## src/rtl/writeback_unit_pkg.sv

```systemverilog
// Shared constants and types for the register-file writeback path.
package writeback_unit_pkg;

    localparam int DATA_WIDTH       = 32;
    localparam int REG_ADDR_WIDTH   = 5;
    localparam int NUM_REGS         = 32;
    localparam int ZERO_REG         = 0;
    localparam int STARVE_CNT_WIDTH = 4;
    localparam int STARVE_CNT_MAX   = 15;

    typedef enum logic [1:0] {
        WB_NONE,
        WB_ALU,
        WB_MEM
    } wb_src_e;

endpackage

```

## src/rtl/writeback_unit_scoreboard.sv

```systemverilog
// Pending-write scoreboard: tracks registers with an outstanding result,
// gates issue on WAW hazards and reports source-operand busy status.
module wb_scoreboard
    import writeback_unit_pkg::*;
(
    input  logic                      clock,
    input  logic                      reset,
    input  logic                      issue_valid,
    input  logic [REG_ADDR_WIDTH-1:0] issue_rd,
    output logic                      issue_ready,
    input  logic                      wb_accept,
    input  logic [REG_ADDR_WIDTH-1:0] wb_rd,
    input  logic [REG_ADDR_WIDTH-1:0] query_rs1,
    input  logic [REG_ADDR_WIDTH-1:0] query_rs2,
    input  logic                      register_write,
    input  logic [REG_ADDR_WIDTH-1:0] write_register,
    output logic                      rs1_busy,
    output logic                      rs2_busy,
    output logic                      wb_orphan
);

    localparam logic [REG_ADDR_WIDTH-1:0] ZERO_IDX = REG_ADDR_WIDTH'(ZERO_REG);

    logic [NUM_REGS-1:0] pending_q;
    logic [NUM_REGS-1:0] pending_d;
    logic                orphan_q;
    logic                orphan_d;

    // A register stays busy one extra cycle while its result sits in the output stage.
    function automatic logic reg_busy(
        input logic [REG_ADDR_WIDTH-1:0] rs,
        input logic [NUM_REGS-1:0]       pending,
        input logic                      wr_en,
        input logic [REG_ADDR_WIDTH-1:0] wr_idx
    );
        return (rs != ZERO_IDX) && (pending[rs] || (wr_en && (wr_idx == rs)));
    endfunction

    assign issue_ready = !((issue_rd != ZERO_IDX) && pending_q[issue_rd]);
    assign rs1_busy    = reg_busy(query_rs1, pending_q, register_write, write_register);
    assign rs2_busy    = reg_busy(query_rs2, pending_q, register_write, write_register);
    assign wb_orphan   = orphan_q;

    always_comb begin
        pending_d = pending_q;
        orphan_d  = orphan_q;
        if (wb_accept) begin
            pending_d[wb_rd] = 1'b0;
            if ((wb_rd != ZERO_IDX) && !pending_q[wb_rd]) begin
                orphan_d = 1'b1;
            end
        end
        // issue_ready is already low for a same-cycle writeback to this rd, so the clear wins
        if (issue_valid && issue_ready && (issue_rd != ZERO_IDX)) begin
            pending_d[issue_rd] = 1'b1;
        end
    end

    always_ff @(posedge clock or posedge reset) begin
        if (reset) begin
            pending_q <= '0;
            orphan_q  <= 1'b0;
        end else begin
            pending_q <= pending_d;
            orphan_q  <= orphan_d;
        end
    end

endmodule

```

## src/rtl/writeback_unit.sv

```systemverilog
// Register-file write port producer: arbitrates ALU and load results,
// registers the write, and keeps the pending-register scoreboard.
module writeback_unit
    import writeback_unit_pkg::*;
#(
    parameter int DATA_WIDTH     = 32,
    parameter int REG_ADDR_WIDTH = 5,
    parameter int STARVE_LIMIT   = 4
) (
    input  logic                      clock,
    input  logic                      reset,
    input  logic                      issue_valid,
    input  logic [REG_ADDR_WIDTH-1:0] issue_rd,
    output logic                      issue_ready,
    input  logic                      alu_valid,
    input  logic [REG_ADDR_WIDTH-1:0] alu_rd,
    input  logic [DATA_WIDTH-1:0]     alu_data,
    output logic                      alu_ready,
    input  logic                      mem_valid,
    input  logic [REG_ADDR_WIDTH-1:0] mem_rd,
    input  logic [DATA_WIDTH-1:0]     mem_data,
    output logic                      mem_ready,
    input  logic [REG_ADDR_WIDTH-1:0] query_rs1,
    input  logic [REG_ADDR_WIDTH-1:0] query_rs2,
    output logic                      rs1_busy,
    output logic                      rs2_busy,
    output logic                      register_write,
    output logic [REG_ADDR_WIDTH-1:0] write_register,
    output logic [DATA_WIDTH-1:0]     write_data,
    output logic                      wb_orphan
);

    localparam logic [STARVE_CNT_WIDTH-1:0] STARVE_THRESH = STARVE_CNT_WIDTH'(STARVE_LIMIT);
    localparam logic [STARVE_CNT_WIDTH-1:0] STARVE_SAT    = STARVE_CNT_WIDTH'(STARVE_CNT_MAX);

    logic [STARVE_CNT_WIDTH-1:0] starve_cnt_q;
    logic [STARVE_CNT_WIDTH-1:0] starve_cnt_d;
    logic                        register_write_q;
    logic                        register_write_d;
    logic [REG_ADDR_WIDTH-1:0]   write_register_q;
    logic [REG_ADDR_WIDTH-1:0]   write_register_d;
    logic [DATA_WIDTH-1:0]       write_data_q;
    logic [DATA_WIDTH-1:0]       write_data_d;

    wb_src_e                     wb_src;
    logic                        alu_priority;
    logic                        wb_accept;
    logic [REG_ADDR_WIDTH-1:0]   wb_rd;
    logic [DATA_WIDTH-1:0]       wb_data;

    // Loads normally win; a starved ALU overrides once its counter reaches the limit.
    always_comb begin
        alu_priority = alu_valid && (starve_cnt_q >= STARVE_THRESH);
        wb_src       = WB_NONE;
        if (alu_priority) begin
            wb_src = WB_ALU;
        end else if (mem_valid) begin
            wb_src = WB_MEM;
        end else if (alu_valid) begin
            wb_src = WB_ALU;
        end
    end

    assign alu_ready = (wb_src == WB_ALU);
    assign mem_ready = (wb_src == WB_MEM);

    always_comb begin
        wb_accept = 1'b0;
        wb_rd     = '0;
        wb_data   = '0;
        case (wb_src)
            WB_ALU: begin
                wb_accept = 1'b1;
                wb_rd     = alu_rd;
                wb_data   = alu_data;
            end
            WB_MEM: begin
                wb_accept = 1'b1;
                wb_rd     = mem_rd;
                wb_data   = mem_data;
            end
            default: begin
                wb_accept = 1'b0;
            end
        endcase
    end

    always_comb begin
        starve_cnt_d = starve_cnt_q;
        if (alu_ready) begin
            starve_cnt_d = '0;
        end else if (alu_valid && (starve_cnt_q != STARVE_SAT)) begin
            starve_cnt_d = starve_cnt_q + 1'b1;
        end
    end

    // Index and data hold when idle so the last write stays visible downstream.
    always_comb begin
        register_write_d = 1'b0;
        write_register_d = write_register_q;
        write_data_d     = write_data_q;
        if (wb_accept) begin
            register_write_d = (wb_rd != REG_ADDR_WIDTH'(ZERO_REG));
            write_register_d = wb_rd;
            write_data_d     = wb_data;
        end
    end

    always_ff @(posedge clock or posedge reset) begin
        if (reset) begin
            starve_cnt_q     <= '0;
            register_write_q <= 1'b0;
            write_register_q <= '0;
            write_data_q     <= '0;
        end else begin
            starve_cnt_q     <= starve_cnt_d;
            register_write_q <= register_write_d;
            write_register_q <= write_register_d;
            write_data_q     <= write_data_d;
        end
    end

    assign register_write = register_write_q;
    assign write_register = write_register_q;
    assign write_data     = write_data_q;

    wb_scoreboard u_scoreboard (
        .clock          (clock),
        .reset          (reset),
        .issue_valid    (issue_valid),
        .issue_rd       (issue_rd),
        .issue_ready    (issue_ready),
        .wb_accept      (wb_accept),
        .wb_rd          (wb_rd),
        .query_rs1      (query_rs1),
        .query_rs2      (query_rs2),
        .register_write (register_write_q),
        .write_register (write_register_q),
        .rs1_busy       (rs1_busy),
        .rs2_busy       (rs2_busy),
        .wb_orphan      (wb_orphan)
    );

endmodule
```

## config.mk

```make
export PLATFORM = sky130hd
export DESIGN_NAME = writeback_unit
export DESIGN_NICKNAME = d
export VERILOG_FILES = /design/src/rtl/writeback_unit_pkg.sv /design/src/rtl/writeback_unit_scoreboard.sv /design/src/rtl/writeback_unit.sv
export SDC_FILE = /design/constraint.sdc
export NUM_CORES = 1
export LEC_CHECK = 0
export ABC_AREA = 1
export BUFFER_PORTS_ARGS = -buffer_cell sky130_fd_sc_hd__buf_2
export CAP_MARGIN = 20
export CORE_AREA = 5 5 104 106
export CTS_BUF_LIST = sky130_fd_sc_hd__clkbuf_2 sky130_fd_sc_hd__clkbuf_4 sky130_fd_sc_hd__clkbuf_8
export CTS_CLUSTER_DIAMETER = 200
export DETAILED_ROUTE_END_ITERATION = 10
export DIE_AREA = 0 0 109 111
export PLACE_DENSITY = 0.89
export SYNTH_ARGS = -nofsm -noshare
export SYNTH_HDL_FRONTEND = slang
export SYNTH_SLANG_ARGS = --single-unit
```

## constraint.sdc

```tcl
create_clock -name clock -period 4.35 [get_ports clock]
set_clock_uncertainty 0.1 [all_clocks]
set_input_delay 0.2175 -clock clock [delete_from_list [all_inputs] [get_ports clock]]
set_output_delay 0.2175 -clock clock [all_outputs]
set_load 0.01 [all_outputs]
```

Word level (Yosys, flattened, before mapping)
Index checks and enable logic that the tools add are counted.

storage, ports and cells
  flip-flop bits (word level) = 75
  bits in latches = 0
  memory bits (writable) = 0
  ROM bits = 0
  input bits = 94
  output and inout bits = 44
  logic and storage cells = 68
  memories = 0

cells by class
  $add $sub $neg = 1
  $mul = 0
  div/mod/pow operators = 0
  magnitude comparators = 7
  equality and inequality tests = 5
  shift operators = 0
  mux-type cells = 23
  bitwise gates (word level) = 3
  reductions and logical operators = 23

operator list
  cell                 number
  $mux 32              2
  $pmux 32 s2          1
  $and 32x32->32       1
  $not 32->32          1
  $or 32x32->32        1
  $lt 5x6->1 const B   4
  $bmux 1 s5           4
  $reduce_bool 5->1    4
  $logic_and 1x1->1    12
  $demux 1 s5          2
  $eq 5x5->1           2
  $ge 5x1->1 const B   2
  $pmux 5 s2           1
  $mux 1               9
  $mux 4               2
  $add 4x1->4 const B  1
  $ge 4x3->1 const B   1
  $mux 2               2
  $ne 4x4->1 const B   1
  $eq 2x1->1 const B   1
  $eq 2x2->1 const B   1
  $logic_not 1->1      2
  $logic_or 1x1->1     2
  $reduce_and 2->1     1
  2 further kinds      2

Logic depth before layout (Yosys ltp)
  depth in word-level cells = 14
  depth in mapped cells = 15

Cells and area by module
Synthesis repeated with hierarchy kept, for this count alone.

second synthesis, totals
  cell total of the unflattened synthesis = 780
  area total of the unflattened synthesis = 5119.9 um2

by module, submodules not included
  module          times used  cells each  area an instance (um2)  sequential area each (um2)
  wb_scoreboard   1           548         3153.0                  825.8
  writeback_unit  1           232         1966.9                  1051.0

Worst setup path before layout
OpenSTA, ideal clock, no wires.

  path kind = input-to-output
  from = input port issue_rd[0]
  to = output port issue_ready
  arrival = 1527 ps
  data required time = 4033 ps
  path slack = 2505 ps
  stages = 11
  cells stage by stage = buf_4 or2_1 buf_4 buf_6 o22ai_1 o21ai_1 nand2_1 nor2_4 nand2_2 buf_6 nand2_1

on the way
  word-level cells in the longest chain between the ends = 4
  elaborated cells on any way between the ends = 5
  those cells by class = mux (2); reduce/logical (3)

RTL lines
  what                          RTL line                         RTL
  from (decl)                   writeback_unit.sv:13             input logic [REG_ADDR_WIDTH-1:0] issue_rd,
  $bmux 1 s5                    writeback_unit_scoreboard.sv:39  assign issue_ready = !((issue_rd != ZERO_IDX) && pending_q[issue_rd]);
  $mux 1 (not written as such)  writeback_unit_scoreboard.sv:39
  $logic_and 1x1->1 (*)         writeback_unit_scoreboard.sv:39
  $logic_not 1->1 (*)           writeback_unit_scoreboard.sv:39
  to (decl)                     writeback_unit.sv:14             output logic issue_ready,

Every way passes the cells marked *; elsewhere a longest branch is shown, timed or not. The select of a mux whose other input is x is not followed.

Final worst setup path
  from = register starve_cnt_q[2]
  to = register u_scoreboard.pending_q[5]

on the way
  word-level cells in the longest chain between the ends = 14
  elaborated cells on any way between the ends = 18
  those cells by class = order compare (3); eq/ne (2); mux (7); bitwise (3); reduce/logical (3)

RTL lines
  what                                                            RTL line                         RTL
  from (decl)                                                     writeback_unit.sv:36             logic [STARVE_CNT_WIDTH-1:0] starve_cnt_q;
  from (signal assigned)                                          writeback_unit.sv:116            starve_cnt_q <= starve_cnt_d;
  $ge 4x3->1 (*)                                                  writeback_unit.sv:53             alu_priority = alu_valid && (starve_cnt_q >= STARVE_THRESH);
  $logic_and 1x1->1 (*)                                           writeback_unit.sv:53
  $mux 2 (*)                                                      writeback_unit.sv:55             if (alu_priority) begin
  $eq 2x2->1 or $eq 2x1->1 (tied branches)                        writeback_unit.sv:71             case (wb_src)
  $pmux 5 s2                                                      writeback_unit.sv:71
  $lt 5x6->1 (not written as such) or $ge 5x1->1 (tied branches)  writeback_unit_scoreboard.sv:48  pending_d[wb_rd] = 1'b0;
  $logic_and 1x1->1 (not written as such)                         writeback_unit_scoreboard.sv:48
  $mux 1 (not written as such)                                    writeback_unit_scoreboard.sv:48
  $demux 1 s5                                                     n/a
  $not 32->32 (no line)                                           n/a
  $and 32x32->32 (no line)                                        n/a
  $mux 32 (*)                                                     writeback_unit_scoreboard.sv:47  if (wb_accept) begin
  $or 32x32->32 (no line)                                         n/a
  $mux 32 (*)                                                     writeback_unit_scoreboard.sv:54  if (issue_valid && issue_ready && (issue_rd != ZERO_IDX)) begin
  via u_scoreboard.pending_d[5]                                   writeback_unit_scoreboard.sv:25  logic [NUM_REGS-1:0] pending_d;
  to (signal assigned)                                            writeback_unit_scoreboard.sv:64  pending_q <= pending_d;
  to (decl)                                                       writeback_unit_scoreboard.sv:24  logic [NUM_REGS-1:0] pending_q;

The timed path passes the listed nets; every way through them passes the cells marked *.
A chain may end at the register's enable or synchronous reset.

==> metrics.md <==
| Metric | Value |
|---|---|
| Worst path slowest cell | nand2_1 |
| Fmax | 0.354 GHz |
| Finished Layout Cells | 1017 |
| Critical path capture point type | flip-flop |
| Synth Area in Simple Gates | between 30% and 40% |
| Layout cells sized above 1 | 20.0% |
| Place WS | 1690 ps |
| Synth Cell Area | 4800 µm² |
| Final Hold Viols | 0 |
| Pwr dens | 390 nW/µm² |
| Final HPWL DP | 12300 µm |
| Compound-cell area share of the yosys netlist | between 20 and 25% |
| Setup TNS Final | 0 ps |
| Final setup violation count | 0 |
| TritonCTS clock tree | done |
| Area delta synth->final | 32.7% |
| Clock Sinks | 75 |
| Xor/xnor share of the synthesized area | 0.365% |
| Largest net degree at the start of global routing | 39 |
| RSZ-0062 raised after global routing | false |
| Ports | 138 |
| # rows | 36 |
| HP Class | input port to flip-flop |
| Post-Syn Instances | approximately 700 |
| Vias | 5972 |
| Worst-Margin Slew | approximately 820 ps |
| Gr ovfl total | 0 |
| Synth Area in Adders | 0.261% |
| DRT Wirelength | 18800 µm |
| Status | finished, final reports clean |
| H-tree depth | 3 |
| Asr flop ratio synth | 100% |
| Largest family of logic cells by synthesized area | simple AND/OR/NAND/NOR gates |
| Synth Area per Inst | about 6.9 µm² |
| Top Layer Used | met4 |
| PnR worst setup slack | 1520 ps |
| Cells along the critical path | o21ai_0 -> nand3_1 -> nand2_1 -> inv_1 -> nor2_1 -> inv_1 -> o21ai_0 -> o31ai_2 |
| Worst IR Drop VDD | 0.256 mV |
| Sequential fraction of the synthesis area | 39.1% |
| Inserted Clock Buffers | 9 |
| Clock Pin Slew Worst Setup and Hold Paths | 90 ps |
| Reg-to-reg slack, setup | 1520 ps |
| Clk buf depth | 2 |
| Crit-path max FO | 19 |
| Post-CTS Setup Inserts | 0 |
| Commonest non-fill, non-tap cells in the layout | nand2_1 (207), buf_2 (137), o21ai_0 (97) |
| Chip Width | 109 µm |
| Post-layout minimum cycle time | 2830 ps |
| # diodes | 0 |
| Die area | 12100 µm² |
| DR WL met2 | 9050 µm |
| Worst EP arrival | 2940 ps |
| Pleak | approximately 3.1 nW |
| Vias in the first global route | slightly below 6000 |
| Final nets | 974 |
| Count of different cell masters after synthesis | 33 |
| Initial antenna violation count | 0 |
| FF+latch count, synth | 75 |
| Ys flop type | dfrtp_1 |
| Die Y | ~110 µm |
| EDFF count, synth | 0 |
| Routed WL per cell | about 19 µm |
| Core area | 9680 µm² |
| Global-route wire length before repair | just under 30000 µm |
| WP data required | 4460 ps |
| Final-report max-slew violation count | 0 |
| Iteration-0 DRC Markers | 610 |
| MaxCap Viol Count | 0 |
| Total track usage | 31.3% |
| Met3 wire length | approximately 1900 µm |
| Largest stage delay on the critical path | 570 ps |
| Residual DRC | 0 |
| Number of nets with antenna violations after routing | 0 |
| First-pass DRT Iterations | 5 |
| Mux share of post-synthesis cell area | 0% |
| Critical path type | flip-flop to flip-flop |
| Synthesis Warnings | 0 |
| Family with the most delay on the worst path | simple AND/OR/NAND/NOR gates |
| Syn_nets | between 700 and 800 |
| Vias per cell | just under 6 |
| Buffers and inverters on the worst path | 2 |
| GPL Wtd Cong | 1.01 |
| I/O Buffers | between 100 and 150 |
| Clock root cell | clkbuf_8 |
| Initial core utilization | around 50% |
| Worst skew pair latency | 360 ps |
| Critical path startpoint category | flip-flop |
| Placed insts | 939 |
| Slew headroom | 45.0% |
| Routed met1 length | 6820 µm |
| Final cycle utilization of the critical path | 65.0% |
| Commonest non-fill, non-tap cell in the layout | nand2_1 |
[metal layers]
metal  track usage (%)  vias up
li1                  -     2694
met1              39.6     2762
met2              49.6      420
met3              5.77       96
met4              17.5        0
met5                 0        -
[per-stage QoR]
step                cell area, µm²  power, mW  hold WS, ps  util (%)
CTS                           6370       2.43        0.171      65.7
floorplan                     4800       1.43          237         -
detailed placement            5520       1.73          314      57.0
global route                  6370       2.60         14.5      65.7
finish                        6370       2.48         6.74      65.7
global placement              5520       1.73          306      57.0
[registers in the layout (all words and copies together), names as in the netlist]
register and flops:
starve_cnt_q 4, write_data 32, u_scoreboard.pending_q 32, register_write 1, write_register 5, u_scoreboard.wb_orphan 1
[cell families (layout without fill, tap and decap cells)]
family | count (synthesis) | count (layout)
AND/OR/NAND/NOR | 348 | 348
AO/OA/AOI/OAI | 165 | 165
buffers and inverters | 107 | 293
flip-flops | 75 | 75
XOR/XNOR | 2 | 2
adder cells (fa/ha/maj) | 1 | 1
[timing repair]
action,CTS,global route
endpoints found under the hold margin,69,0
resized for setup,0,0
hold buffers,62,0
[cell type report]
cell class | count | area, µm²
fillers | 816 | 3320
multi-input cells | 516 | 2490
flip-flops and latches | 75 | 1880
repair buffers | 201 | 1320
inverters | 76 | 285
well taps | 133 | 166
clock buffers | 10 | 131
clock inverters | 6 | 96.3
[synthesized netlist by cell type (all sizes together) (10+ instances only)]
cell type | instances | area, µm²
a21oi | 26 | 130
buf | 10 | 71.3
clkbuf | 21 | 78.8
dfrtp | 75 | 1880
inv | 76 | 285
nand2 | 209 | 790
nand3 | 92 | 460
nand4 | 10 | 68.8
nor2 | 26 | 113
o21ai | 101 | 505
o22ai | 13 | 95.1
o31ai | 12 | 135
[final timing paths]
path | from | to | depth (start not counted)
max | starve_cnt_q[2] | u_scoreboard.pending_q[5] | 8
min | alu_data[15] | write_data[15] | 3
max reg2reg | starve_cnt_q[2] | u_scoreboard.pending_q[5] | 8
min reg2reg | starve_cnt_q[1] | starve_cnt_q[1] | 2
max in group asynchronous | reset | u_scoreboard.pending_q[25] | 4
min in group asynchronous | reset | write_data[24] | 3
[power by group]
group,total (mW),internal [mW],switching (mW)
clock network,0.628,0.337,0.291
logic,0.818,0.318,0.501
registers,1.04,0.836,0.201
total,2.48,1.49,0.993
[worst reg2reg max path, delay by kind of cell (launching register included)]
kind            cells  cell delay, ps
compound gates      3             620
buf+inv             2             430
flops               1             430
simple gates        3            1100
(Power assumes the default switching activity.)
